[config.mk]
export PLATFORM = sky130hd
export DESIGN_NAME = hilo_muldiv_unit
export DESIGN_NICKNAME = d
export VERILOG_FILES = /design/src/rtl/hilo_muldiv_unit.sv
export SDC_FILE = /design/constraint.sdc
export NUM_CORES = 1
export LEC_CHECK = 0
export ABC_CLOCK_PERIOD_IN_PS = 4000
export CORE_ASPECT_RATIO = 0.5
export CORE_MARGIN = 8
export CORE_UTILIZATION = 35
export DETAILED_ROUTE_END_ITERATION = 6
export GPL_TIMING_DRIVEN = 0
export HOLD_SLACK_MARGIN = 0.08
export PLACE_DENSITY = 0.6
export SLEW_MARGIN = 20
export SYNTH_ARGS = -nofsm -noshare
export SYNTH_HDL_FRONTEND = slang
export SYNTH_SLANG_ARGS = --single-unit
[constraint.sdc]
create_clock -name clock -period 4 [get_ports clock]
set_input_delay 0.8 -clock clock [delete_from_list [all_inputs] [get_ports clock]]
set_output_delay 0.8 -clock clock [all_outputs]
set_load 0.005 [all_outputs]
[src/rtl/hilo_muldiv_unit.sv]
// HI/LO result register pair with an iterative shift-add multiplier and restoring divider.
// Optional macro HILO_SIGNED_EN enables signed MULT/DIV for op[0]=1; otherwise those ops run unsigned.
module hilo_muldiv_unit #(
    parameter int WIDTH = 16
) (
    input  logic             clock,
    input  logic             reset_n,
    input  logic             start,
    input  logic [1:0]       op,
    input  logic [WIDTH-1:0] operand_a,
    input  logic [WIDTH-1:0] operand_b,
    input  logic             write_lo,
    input  logic             write_hi,
    input  logic [WIDTH-1:0] value_lo,
    input  logic [WIDTH-1:0] value_hi,
    output logic [WIDTH-1:0] data_lo,
    output logic [WIDTH-1:0] data_hi,
    output logic             busy,
    output logic             done,
    output logic             div_zero
);
    localparam int CW = $clog2(WIDTH);
    localparam logic [CW-1:0] LAST = CW'(WIDTH - 1);

    typedef enum logic [1:0] {IDLE, RUN, FINISH} state_t;

    state_t             state, state_next;
    logic [CW-1:0]      count;
    logic [2*WIDTH-1:0] acc;
    logic [WIDTH-1:0]   opnd;
    logic [WIDTH-1:0]   a_orig;
    logic               is_div;
    logic               neg_res;
    logic               neg_rem;
    logic               accept;

    logic               a_neg, b_neg;
    logic [WIDTH-1:0]   a_mag_in, b_mag_in;

`ifdef HILO_SIGNED_EN
    assign a_neg    = op[0] & operand_a[WIDTH-1];
    assign b_neg    = op[0] & operand_b[WIDTH-1];
    assign a_mag_in = a_neg ? -operand_a : operand_a;
    assign b_mag_in = b_neg ? -operand_b : operand_b;
`else
    logic unused_op0;
    assign unused_op0 = op[0];
    assign a_neg      = 1'b0;
    assign b_neg      = 1'b0;
    assign a_mag_in   = operand_a;
    assign b_mag_in   = operand_b;
`endif

    // FINISH also accepts a start so back-to-back operations lose no cycle.
    assign accept = start && (state == IDLE || state == FINISH);
    assign busy   = (state != IDLE);

    always_ff @(posedge clock or negedge reset_n) begin
        if (!reset_n) state <= IDLE;
        else          state <= state_next;
    end

    always_comb begin
        state_next = state;
        case (state)
            IDLE:    if (start) state_next = RUN;
            RUN:     if (count == LAST) state_next = FINISH;
            FINISH:  state_next = start ? RUN : IDLE;
            default: state_next = IDLE;
        endcase
    end

    // Multiply: acc low half holds the multiplier, opnd the multiplicand.
    // Divide: acc = {remainder, dividend/quotient}, opnd the divisor.
    logic [WIDTH:0]     mul_sum;
    logic [2*WIDTH-1:0] mul_next;
    logic [WIDTH:0]     div_shift;
    logic [WIDTH:0]     div_diff;
    logic               div_ok;
    logic [2*WIDTH-1:0] div_next;
    logic [2*WIDTH-1:0] prod;
    logic [WIDTH-1:0]   quot;
    logic [WIDTH-1:0]   rmd;

    always_comb begin
        mul_sum   = {1'b0, acc[2*WIDTH-1:WIDTH]} + (acc[0] ? {1'b0, opnd} : {(WIDTH+1){1'b0}});
        mul_next  = {mul_sum, acc[WIDTH-1:1]};
        div_shift = acc[2*WIDTH-1:WIDTH-1];
        div_diff  = div_shift - {1'b0, opnd};
        div_ok    = ~div_diff[WIDTH];
        div_next  = {(div_ok ? div_diff[WIDTH-1:0] : div_shift[WIDTH-1:0]), acc[WIDTH-2:0], div_ok};
        prod      = neg_res ? -acc : acc;
        quot      = neg_res ? -acc[WIDTH-1:0] : acc[WIDTH-1:0];
        rmd       = neg_rem ? -acc[2*WIDTH-1:WIDTH] : acc[2*WIDTH-1:WIDTH];
    end

    always_ff @(posedge clock or negedge reset_n) begin
        if (!reset_n) begin
            count    <= '0;
            acc      <= '0;
            opnd     <= '0;
            a_orig   <= '0;
            is_div   <= 1'b0;
            neg_res  <= 1'b0;
            neg_rem  <= 1'b0;
            data_lo  <= '0;
            data_hi  <= '0;
            done     <= 1'b0;
            div_zero <= 1'b0;
        end else begin
            done     <= 1'b0;
            div_zero <= 1'b0;
            case (state)
                IDLE: begin
                    if (write_lo) data_lo <= value_lo;
                    if (write_hi) data_hi <= value_hi;
                end
                RUN: begin
                    acc   <= is_div ? div_next : mul_next;
                    count <= (count == LAST) ? '0 : count + 1'b1;
                end
                FINISH: begin
                    done <= 1'b1;
                    if (!is_div) begin
                        {data_hi, data_lo} <= prod;
                    end else if (opnd == '0) begin
                        data_lo  <= '1;
                        data_hi  <= a_orig;
                        div_zero <= 1'b1;
                    end else begin
                        data_lo <= quot;
                        data_hi <= rmd;
                    end
                end
                default: ;
            endcase
            if (accept) begin
                count   <= '0;
                is_div  <= op[1];
                neg_res <= a_neg ^ b_neg;
                neg_rem <= a_neg;
                a_orig  <= operand_a;
                opnd    <= op[1] ? b_mag_in : a_mag_in;
                acc     <= {{WIDTH{1'b0}}, (op[1] ? a_mag_in : b_mag_in)};
            end
        end
    end
endmodule
==> impl_metrics.tcl <==
set metrics [dict create \
    final_common_cell "nand2_1" \
    insertedDiodeCount 0 \
    synth_ff_type "dfrtp_1" \
    post_cts_buffers 0 \
    maxCapViolCount 0 \
    tightest_slew_ns 1.09 \
    final_cell_mix "nand2_1, dfrtp_1, clkdlybuf4s50_1" \
    slew_headroom_pct 26.9 \
    seq_area_frac_synth_pct 37.6 \
    maxClockFrequency_mhz 266 \
    clk_latency_ns 0.36 \
    combPwrFrac_pct 61.0 \
    yosysTopAreaCellShare_pct 37.6 \
    ys_ff_latch 105 \
    syn-cell-area_um2 6980 \
    fp.dieH_um 116 \
    areaGrowthSynthToFinish_pct 24.1 \
    ir_worst_vdd_mv 0.342 \
    ys_warn_count 0 \
    avgSynthCellArea_um2 8.73 \
    yosysUniqueCellTypes 62 \
    slew_viol_final 0 \
    cts.repair.resized 0 \
    die_x_um 216 \
    vias_per_cell 5.45 \
    drtIter0Drc 642 \
    pin_count 106 \
    syn_nets 906 \
    fin_ws_ns 0.237 \
    grt.total_usage_pct 18.5 \
    die_area_um2 25000 \
    p_sw_uw 3610 \
    grt_pass1_vias 6554 \
    start_kind "register" \
    antenna_found_initial 0 \
    end_kind "register" \
    dp_slack_ns 0.307 \
    wl_per_cell_um 19.5 \
    finalWeightedCongestion 0.865 \
    whs_ns 0.423 \
    h-tree-depth 3 \
    drt_pass1_iterations 5 \
    cts_buffers 9 \
    cts.clk_slew.worst_paths_ns 0.08 \
    finalHoldViolCount 0 \
    top_layer "met4" \
    critical_path_arrival_ns 4.04 \
    std_cell_rows 36 \
    cts_tree "built" \
    fin_nets 1021 \
    wl_met1_mm 10.9 \
    drc 0 \
    synth_edf_count 0 \
    ant_nets 0 \
    min_path_type "input port to asynchronous set/reset pin" \
    p_seq_share_pct 27.3 \
    cp_max_fo 10 \
    cts.sinks 105 \
    dr_total_vias 6458 \
    syn_inst 800 \
    port_buffers 103 \
    ctsHoldBuffers 0 \
    status "finished clean" \
    wl_met2_mm 10.6 \
    powerDensity_nw_per_um2 895 \
    routed_wl_mm 23.1 \
    clockBufferDepth 2 \
    grt_max_degree 66 \
    setup_violations 0 \
    cellInternalPower_uw 4140 \
    ctsRootBufferMaster "clkbuf_16" \
    grt_pass1_wl_mm 36.5 \
    grt-ovfl-total 0 \
    wl_met3_mm 1.32 \
    initial_core_util_pct 35.8 \
    p_clk_share_pct 11.6 \
    period_share_pct 94.1 \
    synth_area_leaders "dfrtp_1, mux2i_1, nand2_1, ha_1, o21ai_0" \
    path_class "register to register" \
    dpl.hpwl_mm 18.1 \
    p_leak_uw 0.00375 \
    period_needed_ns 3.76 \
    fin_skew_ns 0.00888 \
    drive_above_1_share_pct 6.09 \
    rsz0062_at_grt "no" \
    core_um2 19500 \
    synth_area_leader_cell "dfrtp_1" \
    synthArstFlopShare_pct 100 \
    worstPathRequired_ns 4.28 \
    netSwitchingFraction_pct 46.6 \
]
==> path summary, 6_finish.rpt <==
path	slack (ns)	from	end	cells after the start
worst min-delay path	0.42	reset_n	acc[0]	1
min in group clock	0.48	a_orig[3]	a_orig[3]	2
max in group asynchronous	2.90	reset_n	data_hi[9]	2
worst max-delay path	0.24	acc[0]	acc[29]	11
worst min register to register	0.48	a_orig[3]	a_orig[3]	2
worst max register to register	0.24	acc[0]	acc[29]	11
==> per-layer routing <==
layer | up-vias | GRT usage [%]
met5 | - | 0
met4 | 0 | 4.60
met3 | 25 | 3.57
met2 | 172 | 30.7
met1 | 3173 | 24.5
li1 | 3088 | -
==> registers in the layout (all words and copies together) (netlist names) <==
name / flops
acc: 32
a_orig: 16
data_hi: 16
data_lo: 16
opnd: 16
count: 4
state: 2
div_zero: 1
done: 1
is_div: 1
==> cell families (layout without fill, tap and decap cells) <==
logic type      after synthesis  count (layout)  share of synthesized area [%]
mux                          82              82                           12.2
xor+xnor                     20              20                           2.51
simple gates                271             271                           17.7
compound gates              217             217                           19.6
fa+ha+maj                    35              35                           6.49
flops                       105             105                           37.6
buf+inv                      70             190                           3.96
==> per-stage QoR <==
stage          util (%)  power, µW  cell area (µm²)  TNS (ns)  instances
5_1_grt            44.4       8400             8670         0       1186
3_5_place_dp       42.9       6800             8370         0       1170
4_1_cts            44.4       7730             8670         0       1186
6_report           44.4       7750             8670         0       1186
2_1_floorplan         -       5260             6980         0        800
3_3_place_gp       42.8       6740             8350   -223.82       1169
==> power by group through the flow <==
stage / clock network (µW) / logic, µW / registers [µW]
final: 901 / 4730 / 2120
after global routing: 962 / 5250 / 2180
after CTS: 916 / 4720 / 2100
after detailed placement: 0 / 4690 / 2120
after global placement: 0 / 4620 / 2110
after floorplan: 0 / 3330 / 1920
==> worst max-delay path, stage by stage, from the launching register on <==
cell	delay, ns
dfrtp_1	0.33
clkbuf_1	0.49
clkbuf_1	0.41
nand2_1	0.17
fa_1	0.43
nand2b_1	0.21
a21oi_1	0.37
o2111ai_1	0.24
o311ai_1	0.49
xnor2_1	0.20
o21ai_0	0.13
a32oi_1	0.19
==> layout make-up <==
type,count,area [µm²]
clock inverters,7,73.8
inverters,24,90.1
multi-input cells,625,4080
clock buffers,9,225
repair buffers,104,1050
fillers,1922,10800
plain buffers,46,186
flip-flops and latches,105,2630
well taps,266,333
==> cells in the mapped netlist (3+ instances only) <==
cell / n
o22ai_1: 16
buf_1: 4
nor4_1: 3
o2111ai_1: 3
xor2_1: 7
mux2i_1: 63
o211ai_1: 3
xnor2_1: 13
dfrtp_1: 105
nand3_1: 11
ha_1: 33
mux2_2: 18
or3_1: 6
a41oi_1: 3
nand4_1: 7
a21o_1: 7
nor2_1: 51
nand3b_1: 3
and2_1: 18
a22oi_1: 5
nand2_1: 127
o21ai_0: 65
a21oi_1: 60
inv_1: 24
o21bai_1: 6
nor2b_1: 4
a32oi_1: 4
a31oi_1: 3
o21a_1: 3
nand2b_1: 12
o31ai_1: 16
buf_2: 4
clkbuf_1: 35
a211oi_1: 5
nor3_1: 19
Note: power is estimated with default switching activity, not from simulation.
